[src/rtl/seq_det_pkg.sv]
// Shared constants and helpers for the serial pattern detector.
// Holds the overlap-mode encodings and the width of the history fill counter.
package seq_det_pkg;

  localparam logic MODE_NONOVERLAP = 1'b0;
  localparam logic MODE_OVERLAP    = 1'b1;

  // The fill counter must be able to represent every value from 0 to len.
  function automatic int fill_w(input int len);
    return $clog2(len + 1);
  endfunction

endpackage

[src/rtl/seq_pattern_detector_sat_counter.sv]
// Saturating event counter with a sticky all-ones flag.
// Latency: the count updates on the clock edge after inc; no backpressure, inc is never refused.
// A clear applies first, so an increment in the same cycle leaves the count at 1.
module sat_counter #(
  parameter int W = 8
) (
  input  logic         clk,
  input  logic         rst,
  input  logic         clr,
  input  logic         inc,
  output logic [W-1:0] cnt,
  output logic         sat
);

  localparam logic [W-1:0] MAX = '1;

  logic [W-1:0] base;
  logic [W-1:0] nxt;
  logic         base_sat;
  logic         nxt_sat;

  always_comb begin
    base     = clr ? '0 : cnt;
    base_sat = clr ? 1'b0 : sat;
    nxt      = base;
    nxt_sat  = base_sat;
    if (inc) begin
      if (base != MAX) begin
        nxt = base + 1'b1;
      end
      if (nxt == MAX) begin
        nxt_sat = 1'b1;
      end
    end
  end

  always_ff @(posedge clk) begin
    if (!rst) begin
      cnt <= '0;
      sat <= 1'b0;
    end else begin
      cnt <= nxt;
      sat <= nxt_sat;
    end
  end

endmodule

[src/rtl/seq_pattern_detector.sv]
// Serial detector: compares the last LEN sampled bits against a live pattern.
// Latency: z is valid in the same cycle as the final bit; y pulses one cycle later.
// No backpressure: en acts only as a sample strobe, and bits are dropped when en=0.
module seq_pattern_detector
  import seq_det_pkg::*;
#(
  parameter int LEN   = 4,
  parameter int CNT_W = 8
) (
  input  logic             clk,
  input  logic             rst,
  input  logic             en,
  input  logic             din,
  input  logic [LEN-1:0]   pattern,
  input  logic             overlap,
  input  logic             clr_cnt,
  output logic             z,
  output logic             y,
  output logic [CNT_W-1:0] match_cnt,
  output logic             cnt_sat
);

  localparam int FW = fill_w(LEN);

  logic [LEN-1:0] hist;
  logic [FW-1:0]  fill;
  logic [LEN-1:0] shifted;
  logic           fill_ok;

  assign shifted = {hist[LEN-2:0], din};
  // The incoming bit completes the window, so LEN-1 held bits are enough to compare.
  assign fill_ok = (fill >= FW'(LEN - 1));
  assign z       = rst & en & fill_ok & (shifted == pattern);

  always_ff @(posedge clk) begin
    if (!rst) begin
      hist <= '0;
      fill <= '0;
      y    <= 1'b0;
    end else if (en) begin
      y <= z;
      if (z && (overlap == MODE_NONOVERLAP)) begin
        hist <= '0;
        fill <= '0;
      end else begin
        hist <= shifted;
        if (fill != FW'(LEN)) begin
          fill <= fill + 1'b1;
        end
      end
    end else begin
      y <= 1'b0;
    end
  end

  sat_counter #(
    .W(CNT_W)
  ) u_match_cnt (
    .clk (clk),
    .rst (rst),
    .clr (clr_cnt),
    .inc (z),
    .cnt (match_cnt),
    .sat (cnt_sat)
  );

endmodule

[config.mk]
export PLATFORM = sky130hd
export DESIGN_NAME = seq_pattern_detector
export DESIGN_NICKNAME = d
export VERILOG_FILES = /design/src/rtl/seq_det_pkg.sv /design/src/rtl/seq_pattern_detector_sat_counter.sv /design/src/rtl/seq_pattern_detector.sv
export SDC_FILE = /design/constraint.sdc
export NUM_CORES = 1
export LEC_CHECK = 0
export ABC_AREA = 1
export BUFFER_PORTS_ARGS = -buffer_cell sky130_fd_sc_hd__buf_4
export CAP_MARGIN = 20
export CORE_ASPECT_RATIO = 1.25
export CORE_MARGIN = 2
export CORE_UTILIZATION = 40
export CTS_CLUSTER_DIAMETER = 30
export DETAILED_ROUTE_END_ITERATION = 6
export GPL_TIMING_DRIVEN = 0
export SLEW_MARGIN = 20
export SYNTH_ARGS = -nofsm -noshare
export SYNTH_HDL_FRONTEND = slang
export SYNTH_SLANG_ARGS = --single-unit
[constraint.sdc]
create_clock -name clk -period 3.5 [get_ports clk]
set_input_delay 0.525 -clock clk [delete_from_list [all_inputs] [get_ports clk]]
set_output_delay 0.525 -clock clk [all_outputs]
set_load 0.02 [all_outputs]
==> metrics.cfg <==
[clock_tree]
clock-root-buffer = clkbuf_4
ctsHoldBuffers = 0
post_cts_buffers = 0
cts_tree = yes
cts_buffers = 3
path_clk_slew_ps = 90
cts_buffer_depth = 2
cts_sinks = 16
cts_max_level = 1
worstSkewPairLatency_ps = 280
cts_resized = 0

[pwr]
ir_drop_mv = 0.176
p_total_mw = 0.336
p_leak_nw = 0.575
power-per-cell-area_nw_per_um2 = 284

[yosys]
ys_seq_elements = 16
synth_nets = 155
seq_area_frac_synth_pct = 32.8
ys_types = 25
syn_avg_cell_area_sq_um = 6.87
synthArstFlopShare_pct = 0
synth.area.top_cells = dfxtp_1 33%, nand2_1 13%, a21oi_1 6.7%
yosysWarnings = 0
syn_inst = 142
ys.flop_type = dfxtp_1
synth_area_sq_um = 976
synth_edf_count = 0
yosysTopAreaCellShare_pct = 32.8
yosysMostFrequentCell = nand2_1
synthTopCellsByCount = 35 x nand2_1, 17 x inv_1, 16 x dfxtp_1, 13 x a21oi_1, 13 x nor2_1
yosys.area.top_type = dfxtp_1

[cells_and_area]
filler_cell_count = 251
fin_area_sq_um = 1180
regArea_sq_um = 320
syn_to_final_growth_pct = 21.2
multiInputGateArea_sq_um = 556
diodes = 0
nets = 179
drive_gt1_share_pct = 24.4
final_cell_count_no_fill = 197

[global_routing]
grt_pass1_vias = 862
antenna_found_initial = 0
overflow = 0
track_usage_pct = 16.2
grt_max_degree = 11
grt_first_pass_wirelength_um = 3310

[floorplanning]
initial_core_util_pct = 41.1
dieArea_sq_um = 2850
ioPinCount = 21
die_y_um = 59.2
die_w_um = 48.2
rows = 20
fp.coreArea_sq_um = 2380

[detailed_routing]
ant_nets = 0
via_per_inst = 4.75
avgRoutedWirePerCell_um = 10.2
drc = 0
drt_pass1_iterations = 4
routed_wl_um = 2000
num_vias = 936
drtIter0Drc = 18

[placed_design]
port_buffers = 19
dp_cells = 194
hpwl_um = 1650
dpl-instance-area_sq_um = 1160
gp_congestion = 0.858

[critical_path]
rr_startpoint = fill[0]
worstSetupPathType = reg2out
crit_start = fill[0]
crit_path_end_kind = primary output
critPathLaunchType = flip-flop
cp.required_ps = 2970
critPathMaxFanout = 10
arrival_ps = 1650

[sta]
max_freq_mhz = 460
setup_viol = 0
slew_headroom_pct = 82.6
worstMarginPinSlew_ps = 260
fin_skew_ps = 5.07
slew_violations = 0
finalHoldViolCount = 0
timing.setup.tns_ps = 0
fin_crit_sh_pct = 62.1
fin_crit_ps = 2180
rsz0062_at_grt = no

[hold_path]
hold_path_class = reg2reg
hp-start = u_match_cnt.sat

[run]
maxCapViolCount = 0

[outcome]
outcome = finished, final reports clean

worst paths after layout:
| kind | to | slack (ps) | cells after the start |
|---|---|---|---|
| worst max register to register | fill[2] | 1780 | 11 |
| worst max-delay path | z | 1320 | 7 |
| worst min-delay path | u_match_cnt.sat | 480 | 2 |
| worst min register to register | u_match_cnt.sat | 480 | 2 |
sequential cells by signal, summed over array words and instances (netlist names):
register and flops:
u_match_cnt.sat 1, u_match_cnt.cnt 8, y 1, fill 3, hist 3
per-layer routing:
layer / up-vias / wire length (um) / track usage, %
met5: - / 0 / 0
met4: 0 / 18 / 8.11
met3: 2 / 64 / 2.74
met2: 11 / 1080 / 27.8
met1: 420 / 841 / 18.1
li1: 503 / - / -
metrics by stage:
step	hold WS, ps	setup WS [ps]	utilization, %
final	476	1320	49.7
after floorplan	456	1860	-
after detailed placement	468	1610	48.8
after global routing	482	1210	49.7
after CTS	481	1300	49.7
after global placement	459	1610	48.8
where the power goes:
part	internal [mW]	switching [mW]
Clock	0.0399	0.0547
Combinational	0.0201	0.0286
Sequential	0.188	0.00485
Total	0.248	0.0881
area by class of cell:
cell class	instances	share of cell area, %
repair buffers	19	12.1
flip-flops and latches	16	27.1
well taps	33	3.49
plain buffers	1	0.635
multi-input cells	101	47.0
inverters	24	7.83
clock buffers	3	1.90
placed cells by master, fill, tap and decap left out, drive strengths merged:
cell and instances:
a21oi 13, nand3 9, xor2 1, nand2 39
inv 22, clkbuf 3, nand4 3, ha 3
dfxtp 16, o21ai 9, xnor2 2, a211oi 4
a31oi 1, nor2 17, clkinv 2, buf 20
critical path, stage by stage (launching register included):
cell and delay [ps]:
dfxtp_1 380, ha_1 170, ha_1 140, nor2_1 40, o21ai_1 110, nand3_2 150, nor2_8 200, buf_4 180
kinds of logic (layout without fill, tap and decap cells):
group           after synthesis  in the layout  synth area share (%)
xor+xnor                      3              3                  2.69
simple gates                 68             68                  35.4
fa+ha+maj                     3              3                  3.85
flops                        16             16                  32.8
buf+inv                      25             47                  10.3
compound gates               27             27                  15.0
Note: power is estimated with default switching activity, not from simulation.
